$ cat src/rtl/cpu7_ifu_imem_bridge_if.sv
// cpu7_ifu_imem_bridge_if: fetch-request and instruction-bus bundles for the IFU memory bridge
//   cpu7_ifu_imem_bridge_if: IFU side. The IFU (master) drives req/addr/cancel; the bridge (slave)
//     returns addr_ok/busy and the registered response valid_f/rdata_f/ex/exccode/count/uncache.
//   cpu7_ibus_if: bus side. The bridge (master) drives req/addr; the memory (slave) returns
//     addr_ok/data_ok/rdata.
interface cpu7_ifu_imem_bridge_if #(parameter int GRLEN = 32);
  logic             req;
  logic [31:0]      addr;
  logic             cancel;
  logic             addr_ok;
  logic             busy;
  logic             valid_f;
  logic [GRLEN-1:0] rdata_f;
  logic             ex;
  logic [5:0]       exccode;
  logic [1:0]       count;
  logic             uncache;
  modport master (output req, addr, cancel,
                  input  addr_ok, busy, valid_f, rdata_f, ex, exccode, count, uncache);
  modport slave  (input  req, addr, cancel,
                  output addr_ok, busy, valid_f, rdata_f, ex, exccode, count, uncache);
endinterface

interface cpu7_ibus_if;
  logic        req;
  logic [31:0] addr;
  logic        addr_ok;
  logic        data_ok;
  logic [31:0] rdata;
  modport master (output req, addr, input  addr_ok, data_ok, rdata);
  modport slave  (input  req, addr, output addr_ok, data_ok, rdata);
endinterface

$ cat src/rtl/cpu7_ifu_imem_bridge.sv
// cpu7_ifu_imem_bridge: one-outstanding fetch bridge from the IFU request port to an SRAM-like instruction bus
//   clk   : single clock, all state on the rising edge
//   rst_l : synchronous active-low reset
//   inst  : IFU side (slave) - request/cancel in, accept/busy and one-cycle response pulse out
//   ibus  : bus side (master) - address handshake out, addr_ok/data_ok/rdata in
module cpu7_ifu_imem_bridge #(
  parameter int         GRLEN       = 32,
  parameter logic [2:0] UNCACHE_SEG = 3'b101,
  parameter logic [5:0] EXC_ADEF    = 6'h08
) (
  input  logic                  clk,
  input  logic                  rst_l,
  cpu7_ifu_imem_bridge_if.slave inst,
  cpu7_ibus_if.master           ibus
);
  localparam logic [1:0] IDLE = 2'd0;
  localparam logic [1:0] REQ  = 2'd1;
  localparam logic [1:0] DATA = 2'd2;
  logic [1:0]       state, state_n;
  logic             drop;
  logic [31:0]      addr_q;
  logic             valid_q, ex_q, unc_q;
  logic [5:0]       code_q;
  logic [GRLEN-1:0] rdata_q;
  logic             accept, misaligned, adef, deliver;
  assign accept     = state == IDLE && inst.req;
  assign misaligned = |inst.addr[1:0];
  assign adef       = accept && misaligned;
  // cancel arriving together with data_ok also kills the word, drop or not
  assign deliver    = state == DATA && ibus.data_ok && !drop && !inst.cancel;
  always_comb
    state_n = state == IDLE ? (accept && !misaligned ? REQ : IDLE) :
              state == REQ  ? (ibus.addr_ok ? DATA : REQ) :
              state == DATA ? (ibus.data_ok ? IDLE : DATA) : IDLE;
  always_ff @(posedge clk)
    if (!rst_l) begin
      state   <= IDLE;
      drop    <= 1'b0;
      addr_q  <= '0;
      unc_q   <= 1'b0;
      valid_q <= 1'b0;
      ex_q    <= 1'b0;
      code_q  <= '0;
      rdata_q <= '0;
    end else begin
      state   <= state_n;
      // the response closes the transaction, so it wins over a fresh cancel
      drop    <= state == DATA && ibus.data_ok ? 1'b0 : state != IDLE && inst.cancel ? 1'b1 : drop;
      if (accept && !misaligned) begin
        addr_q <= inst.addr;
        unc_q  <= inst.addr[31:29] == UNCACHE_SEG;
      end
      valid_q <= adef || deliver;
      ex_q    <= adef;
      code_q  <= adef ? EXC_ADEF : '0;
      rdata_q <= deliver ? GRLEN'(ibus.rdata) : '0;
    end
  assign inst.addr_ok = accept;
  assign inst.busy    = state != IDLE;
  assign inst.valid_f = valid_q;
  assign inst.rdata_f = rdata_q;
  assign inst.ex      = ex_q;
  assign inst.exccode = code_q;
  assign inst.count   = valid_q ? 2'd1 : 2'd0;
  assign inst.uncache = unc_q;
  assign ibus.req     = state == REQ;
  assign ibus.addr    = addr_q;
endmodule
$ cat src/flat_wrapper.sv
// flat-port wrapper written by rule: the top's interface ports become plain ports
module cpu7_ifu_imem_bridge_flat 
#(
  parameter int         GRLEN       = 32,
  parameter logic [2:0] UNCACHE_SEG = 3'b101,
  parameter logic [5:0] EXC_ADEF    = 6'h08
)
  (clk, rst_l, inst_req, inst_addr, inst_cancel, inst_addr_ok, inst_busy, inst_valid_f, inst_rdata_f, inst_ex, inst_exccode, inst_count, inst_uncache, ibus_req, ibus_addr, ibus_addr_ok, ibus_data_ok, ibus_rdata);
  cpu7_ifu_imem_bridge_if #(.GRLEN(GRLEN)) inst_i ();
  cpu7_ibus_if ibus_i ();
  input  logic clk;
  input  logic rst_l;
  input wire logic [$bits(inst_i.req)-1:0] inst_req;
  input wire logic [$bits(inst_i.addr)-1:0] inst_addr;
  input wire logic [$bits(inst_i.cancel)-1:0] inst_cancel;
  output wire logic [$bits(inst_i.addr_ok)-1:0] inst_addr_ok;
  output wire logic [$bits(inst_i.busy)-1:0] inst_busy;
  output wire logic [$bits(inst_i.valid_f)-1:0] inst_valid_f;
  output wire logic [$bits(inst_i.rdata_f)-1:0] inst_rdata_f;
  output wire logic [$bits(inst_i.ex)-1:0] inst_ex;
  output wire logic [$bits(inst_i.exccode)-1:0] inst_exccode;
  output wire logic [$bits(inst_i.count)-1:0] inst_count;
  output wire logic [$bits(inst_i.uncache)-1:0] inst_uncache;
  output wire logic [$bits(ibus_i.req)-1:0] ibus_req;
  output wire logic [$bits(ibus_i.addr)-1:0] ibus_addr;
  input wire logic [$bits(ibus_i.addr_ok)-1:0] ibus_addr_ok;
  input wire logic [$bits(ibus_i.data_ok)-1:0] ibus_data_ok;
  input wire logic [$bits(ibus_i.rdata)-1:0] ibus_rdata;
  assign inst_i.req = inst_req;
  assign inst_i.addr = inst_addr;
  assign inst_i.cancel = inst_cancel;
  assign inst_addr_ok = inst_i.addr_ok;
  assign inst_busy = inst_i.busy;
  assign inst_valid_f = inst_i.valid_f;
  assign inst_rdata_f = inst_i.rdata_f;
  assign inst_ex = inst_i.ex;
  assign inst_exccode = inst_i.exccode;
  assign inst_count = inst_i.count;
  assign inst_uncache = inst_i.uncache;
  assign ibus_req = ibus_i.req;
  assign ibus_addr = ibus_i.addr;
  assign ibus_i.addr_ok = ibus_addr_ok;
  assign ibus_i.data_ok = ibus_data_ok;
  assign ibus_i.rdata = ibus_rdata;
  cpu7_ifu_imem_bridge #(.GRLEN(GRLEN), .UNCACHE_SEG(UNCACHE_SEG), .EXC_ADEF(EXC_ADEF)) u_core (.clk(clk), .rst_l(rst_l), .inst(inst_i), .ibus(ibus_i));
endmodule
$ cat config.mk
export PLATFORM = sky130hd
export DESIGN_NAME = cpu7_ifu_imem_bridge_flat
export DESIGN_NICKNAME = d
export VERILOG_FILES = /design/src/rtl/cpu7_ifu_imem_bridge_if.sv /design/src/rtl/cpu7_ifu_imem_bridge.sv /design/src/flat_wrapper.sv
export SDC_FILE = /design/constraint.sdc
export NUM_CORES = 1
export LEC_CHECK = 0
export CORE_MARGIN = 3
export CORE_UTILIZATION = 55
export DETAILED_ROUTE_END_ITERATION = 12
export DONT_BUFFER_PORTS = 1
export HOLD_SLACK_MARGIN = 0.03
export PLACE_DENSITY = 0.73
export SLEW_MARGIN = 5
export SYNTH_ARGS = -nofsm -noshare
export SYNTH_HDL_FRONTEND = slang
export SYNTH_SLANG_ARGS = --single-unit
export TNS_END_PERCENT = 100
$ cat constraint.sdc
create_clock -name clk -period 1.7 [get_ports clk]
set_clock_uncertainty 0.2 [all_clocks]
set_input_delay 0.17 -clock clk [delete_from_list [all_inputs] [get_ports clk]]
set_output_delay 0.17 -clock clk [all_outputs]
set_load 0.01 [all_outputs]
### Word-level counts from Yosys, hierarchy flattened

Cells that the tools add are included.
Widths: inputs -> output; s select.

| cells by class | value |
|---|---|
| add/subtract/negate cells | 0 |
| multiply operators | 0 |
| div/mod/pow operators | 0 |
| $lt $le $gt $ge | 0 |
| equality and inequality tests | 3 |
| shift-type cells | 0 |
| mux-type cells | 8 |
| bitwise gates (word level) | 1 |
| reductions and logical operators | 16 |

Operators by type and width:

| kind | number |
|---|---|
| $mux 2 | 5 |
| $logic_and 1x1->1 | 7 |
| $mux 4 | 1 |
| $reduce_or 2->1 | 2 |
| $eq 3x3->1 const B | 1 |
| $logic_not 1->1 | 3 |
| $eq 2x1->1 const B | 1 |
| $eq 2x2->1 const B | 1 |
| $logic_not 2->1 | 1 |
| $mux 1 | 2 |
| $reduce_and 2->1 | 1 |
| $reduce_bool 2->1 | 1 |
| $logic_or 1x1->1 | 1 |
| $not 1->1 | 1 |

| word-level totals | value |
|---|---|
| register bits after elaboration | 76 |
| bits in latches | 0 |
| bits in writable memories | 0 |
| ROM bits | 0 |
| output and inout port bits | 78 |
| memories | 0 |

### Longest topological paths before layout

Gate-level depths: netlist of run 1.

| logic depth | value |
|---|---|
| word-level depth | 5 |
| gate-level depth with buffers | 5 |

### Worst setup path after synthesis of run 1

No wires, ideal clock.

| path | value |
|---|---|
| path type | reg2reg |
| from | register u_core.state[1] |
| to | register u_core.addr_q[10] (netlist: u_core.ibus.addr[10]) |
| setup time | 72 ps |
| data arrival time | 1404 ps |
| required time | 1428 ps |
| slack | 24 ps |
| stages on the path, launching flop included | 5 |
| buffers on the path | 1 |
| cell sequence | dfxtp_1 -> or3b_4 -> nor3_4 -> buf_8 -> mux2i_1 |

| between the ends | value |
|---|---|
| cells in the longest elaborated chain, start to end | 3 |

Ends and longest elaborated chain:

| element | line | text |
|---|---|---|
| start, declared | cpu7_ifu_imem_bridge.sv:19 | `logic [1:0] state, state_n;` |
| start signal, assigned | cpu7_ifu_imem_bridge.sv:46 | `state <= state_n;` |
| $logic_not 2->1 | cpu7_ifu_imem_bridge.sv:26 | `assign accept = state == IDLE && inst.req;` |
| $logic_and 1x1->1 | cpu7_ifu_imem_bridge.sv:26 |  |
| $logic_and 1x1->1 | cpu7_ifu_imem_bridge.sv:49 | `if (accept && !misaligned) begin` |
| end signal, assigned | cpu7_ifu_imem_bridge.sv:50 | `addr_q <= inst.addr;` |
| end, declared | cpu7_ifu_imem_bridge.sv:21 | `logic [31:0] addr_q;` |

No other way between the ends.
A chain may end at the register's enable or synchronous reset.

### Worst setup path after layout of run 1

| path | value |
|---|---|
| from | register u_core.state[1] |
| to | register u_core.addr_q[11] (netlist: u_core.ibus.addr[11]) |

Same word-level chain as after synthesis.

==> results.rst, run 1 <==
.. list-table::
   :header-rows: 1

   * - Metric
     - Value
   * - Outcome
     - complete, but fails checks
   * - Failing checks
     - setup timing
   * - Number of buffers created by CTS
     - 9
   * - Number of standard-cell rows in the floorplan
     - 23
   * - Simple-gate area share of the yosys netlist
     - 22.8%
   * - Layout filler cell count
     - 145
   * - Clock tree sinks
     - 70
   * - Time the final worst path needs with I/O delays and setup
     - 1760 ps
   * - Residual overflow from global routing
     - 0
   * - Wire length on met3
     - 1.01 mm
   * - Total GRT Usage
     - 30.9%
   * - Post-route fraction of the period consumed by the critical path
     - 103%
   * - CTS Root Cell
     - clkbuf_8
   * - Flop and latch count out of synthesis
     - 70
   * - TritonCTS clock tree
     - built
   * - Count of input and output buffers
     - 0
   * - Internal power consumption
     - 0.00266 W
   * - Class of the most critical setup path
     - reg2reg
   * - Startpoint of the worst setup timing path
     - u_core.state[1]
   * - Power per cell area
     - 896 mW/mm2
   * - Synthesized-area fraction occupied by adder cells
     - 0%
   * - Maximum vdd drop
     - 759 uV
   * - Post-DR vias/cell
     - 5.40
   * - Die height
     - 72.7 um
   * - Post-Synth XOR/XNOR Area
     - 0%
   * - Post-synthesis instance total
     - 238
   * - Leading area contributor after synthesis
     - dfxtp_1
   * - Least setup slack across all paths after layout
     - -58.7 ps
   * - Share of synthesized area spent on multiplexers
     - 12.7%
   * - Proportion of total power due to net switching
     - 22.5%
   * - Top Metal Used
     - met4
   * - Clock share of power
     - 39.1%
   * - Met2 wire len
     - 4.62 mm
   * - Antenna violations before repair
     - 0
   * - Max-slew violations
     - 0
   * - Final setup violation count
     - 16
   * - Vias
     - 2169
   * - Initial cell density of the core
     - 59.1%
   * - Post-Synthesis Cell Area
     - 0.00245 mm2
   * - Endpoint arrival time on the critical path
     - 1800 ps
   * - Critical R2R Launch
     - u_core.state[1]
   * - Path category of the worst min-delay check
     - in2reg
   * - Reported leakage power
     - 1.53 nW
   * - Final worst hold slack
     - 103 ps
   * - Setup_tns
     - -410 ps
   * - Count of unresolved DRC violations after routing
     - 0
   * - Wl on met1
     - 2.95 mm
   * - Comb power frac
     - 11.1%
   * - Wire length of the first global-routing pass
     - 12.1 mm
   * - Final Hold Viols
     - 0
   * - Pre-Repair DR Iteration Count
     - 5
   * - Leading cell types by total area after synthesis
     - dfxtp_1 (57%), mux2i_1 (13%), nand2_1 (9.5%)
   * - Relative contribution of sequential cells to total power
     - 49.9%
   * - Top-area cell type share of the netlist area
     - 57.3%
   * - Setup repair after global routing missed its margin
     - yes
   * - Clock latency at the later pin of the worst-skew pair
     - 330 ps
   * - Worst setup slack after placement
     - 8.40 ps
   * - Die area
     - 0.00529 mm2
   * - Via count of the first global-routing pass
     - 2291
   * - Main combinational cell family by area after synthesis
     - simple AND/OR/NAND/NOR gates
   * - Gpl congestion
     - 0.688
   * - Max Fclk
     - 0.569 GHz
   * - Detailed Route WL
     - 8.82 mm
   * - Maximum number of pins on one net before global-route repair
     - 37
   * - Share of synthesized area occupied by flip-flops and latches
     - 57.3%
   * - Initial DRC Count
     - 141
   * - Maxcap violations
     - 0
   * - Complex-gate fraction of the synthesized area
     - 1.02%
   * - Nets
     - 416
   * - Core Region
     - 0.00414 mm2
   * - Top fanout value on the critical path
     - 9
   * - Dpl hpwl
     - 3.40 mm
   * - Area of the multi-input gates
     - 955 um2
   * - Number of enable-type register cells in the synthesized netlist
     - 0
   * - Sequential cell area
     - 0.00140 mm2
   * - Critical path required time
     - 1740 ps
   * - Worst Setup End Kind
     - flip-flop
   * - Signed area change from the synthesized netlist to the final layout
     - 56.5%
   * - Switching power
     - 0.000772 W
   * - Width of the die
     - 72.7 um
   * - Mean instance size in the synthesized netlist
     - 10.3 um2
   * - Yosys warns
     - 0
   * - Primary flip-flop cell chosen by synthesis mapping
     - dfxtp_1
   * - Num ports
     - 148
   * - Category of the worst setup path launch point
     - flip-flop
   * - Hold Startpoint
     - inst_addr[0]
   * - Fraction of synthesis flops using an asynchronous set or reset pin
     - 0%
   * - Overall power of the completed layout
     - 0.00343 W
   * - Post-route antenna net violation count
     - 0
   * - Total number of H-tree levels
     - 3
   * - Max Buffers Root-to-Sink
     - 2
   * - Clock-pin transition on the worst setup and hold timing paths
     - 70 ps
   * - Share of cells above drive strength 1
     - 13.1%
   * - Average wire length per cell after detail routing
     - 21.9 um
   * - Distinct cell type count of the synthesized netlist
     - 23
-- sequential cells by signal (all words and copies together) (netlist names) --
name                 flops
u_core.inst.uncache      1
u_core.state             2
u_core.inst.exccode      1
u_core.inst.valid_f      1
u_core.inst.rdata_f     32
u_core.drop              1
u_core.ibus.addr        32
-- metrics by stage --
step                      utilization (%)  area, um2  cells
final                                92.5       3830    402
after floorplan                         -       2470    243
after global routing                 92.4       3830    401
after global placement               59.8       2480    279
after detailed placement             59.8       2480    279
after CTS                            89.8       3720    398
-- worst paths after layout --
kind	end	slack [ps]	cells past startpoint
worst max-delay path	u_core.ibus.addr[11]	-60	5
worst min-delay path	u_core.ibus.addr[4]	100	4
worst max register to register	u_core.ibus.addr[11]	-60	5
worst min register to register	u_core.ibus.addr[17]	330	2
-- cell usage in the layout, fill, tap and decap left out, types with 2 or more instances in the layout --
master / synthesis / routed
mux2i_2: 0 / 5
clkbuf_8: 0 / 11
conb_1: 1 / 6
clkbuf_16: 0 / 2
and3b_2: 2 / 2
nor2_1: 3 / 3
buf_12: 0 / 4
dlygate4sd3_1: 0 / 98
and2_1: 32 / 32
clkbuf_1: 11 / 2
dfxtp_1: 70 / 68
dfxtp_2: 0 / 2
nand2_1: 62 / 62
or2_2: 2 / 2
buf_6: 0 / 3
mux2i_1: 31 / 25
buf_4: 8 / 6
nor2b_1: 2 / 2
-- synthesized netlist by cell type (2+ instances only) --
master and number:
or2_2 2, and2_1 32, nor2b_1 2, buf_8 3, clkbuf_1 11, dfxtp_1 70, nor2_1 3, mux2i_1 31
nand2_1 62, and3b_2 2, buf_4 8
-- power groups by stage --
stage	sequential [W]	combinational, W	clock [W]
finish	0.00171	0.000380	0.00134
global route	0.00172	0.000398	0.00143
CTS	0.00171	0.000320	0.00135
detailed placement	0.00175	0.000108	0
global placement	0.00175	0.000105	0
floorplan	0.00174	0.000127	0
-- layout make-up --
class / count / area share [%]
Inverter: 1 / 0.0980
Clock inverter: 3 / 1.11
Sequential cell: 70 / 36.6
Multi-Input combinational cell: 150 / 24.9
Antenna cell: 1 / 0.0653
Timing Repair Buffer: 114 / 31.4
Clock buffer: 13 / 4.15
Tap cell: 50 / 1.63
-- worst max-delay path, cell delays in order, from the launching register on --
cell     delay (ps)
dfxtp_2         330
or3b_4          420
nor3_4          170
buf_6           160
buf_12          150
mux2i_2         240
-- timing repair --
action / CTS / global route
endpoints found under the hold margin: 70 / 1
hold buffers: 100 / 2
setup endpoints to repair: 12 / 32
gates cloned: 0 / 2
buffers inserted: 3 / 0
resized for setup: 0 / 14
pin swaps: 0 / 1
-- metal layers --
layer	up-vias	GRT usage, %
li1	960	-
met1	1027	30.6
met2	156	55.2
met3	26	12.8
met4	0	15.4
met5	-	0
-- kinds of logic after synthesis --
| group | after synthesis |
|---|---|
| compound gates | 4 |
| buf+inv | 23 |
| flops | 70 |
| mux | 31 |
| other cells | 1 |
| simple gates | 109 |
(Power assumes the default switching activity.)
==> run 2: changes to the inputs <==
- CTS_CLUSTER_SIZE: default -> 40
==> results of run 2 <==
Same layout as run 1: the final DEF is identical, and so are final timing and power.
==> run 3: changes to the inputs <==
- CAP_MARGIN: default -> 20
==> results of run 3 <==
Same layout as run 1: the final DEF is identical, and so are final timing and power.
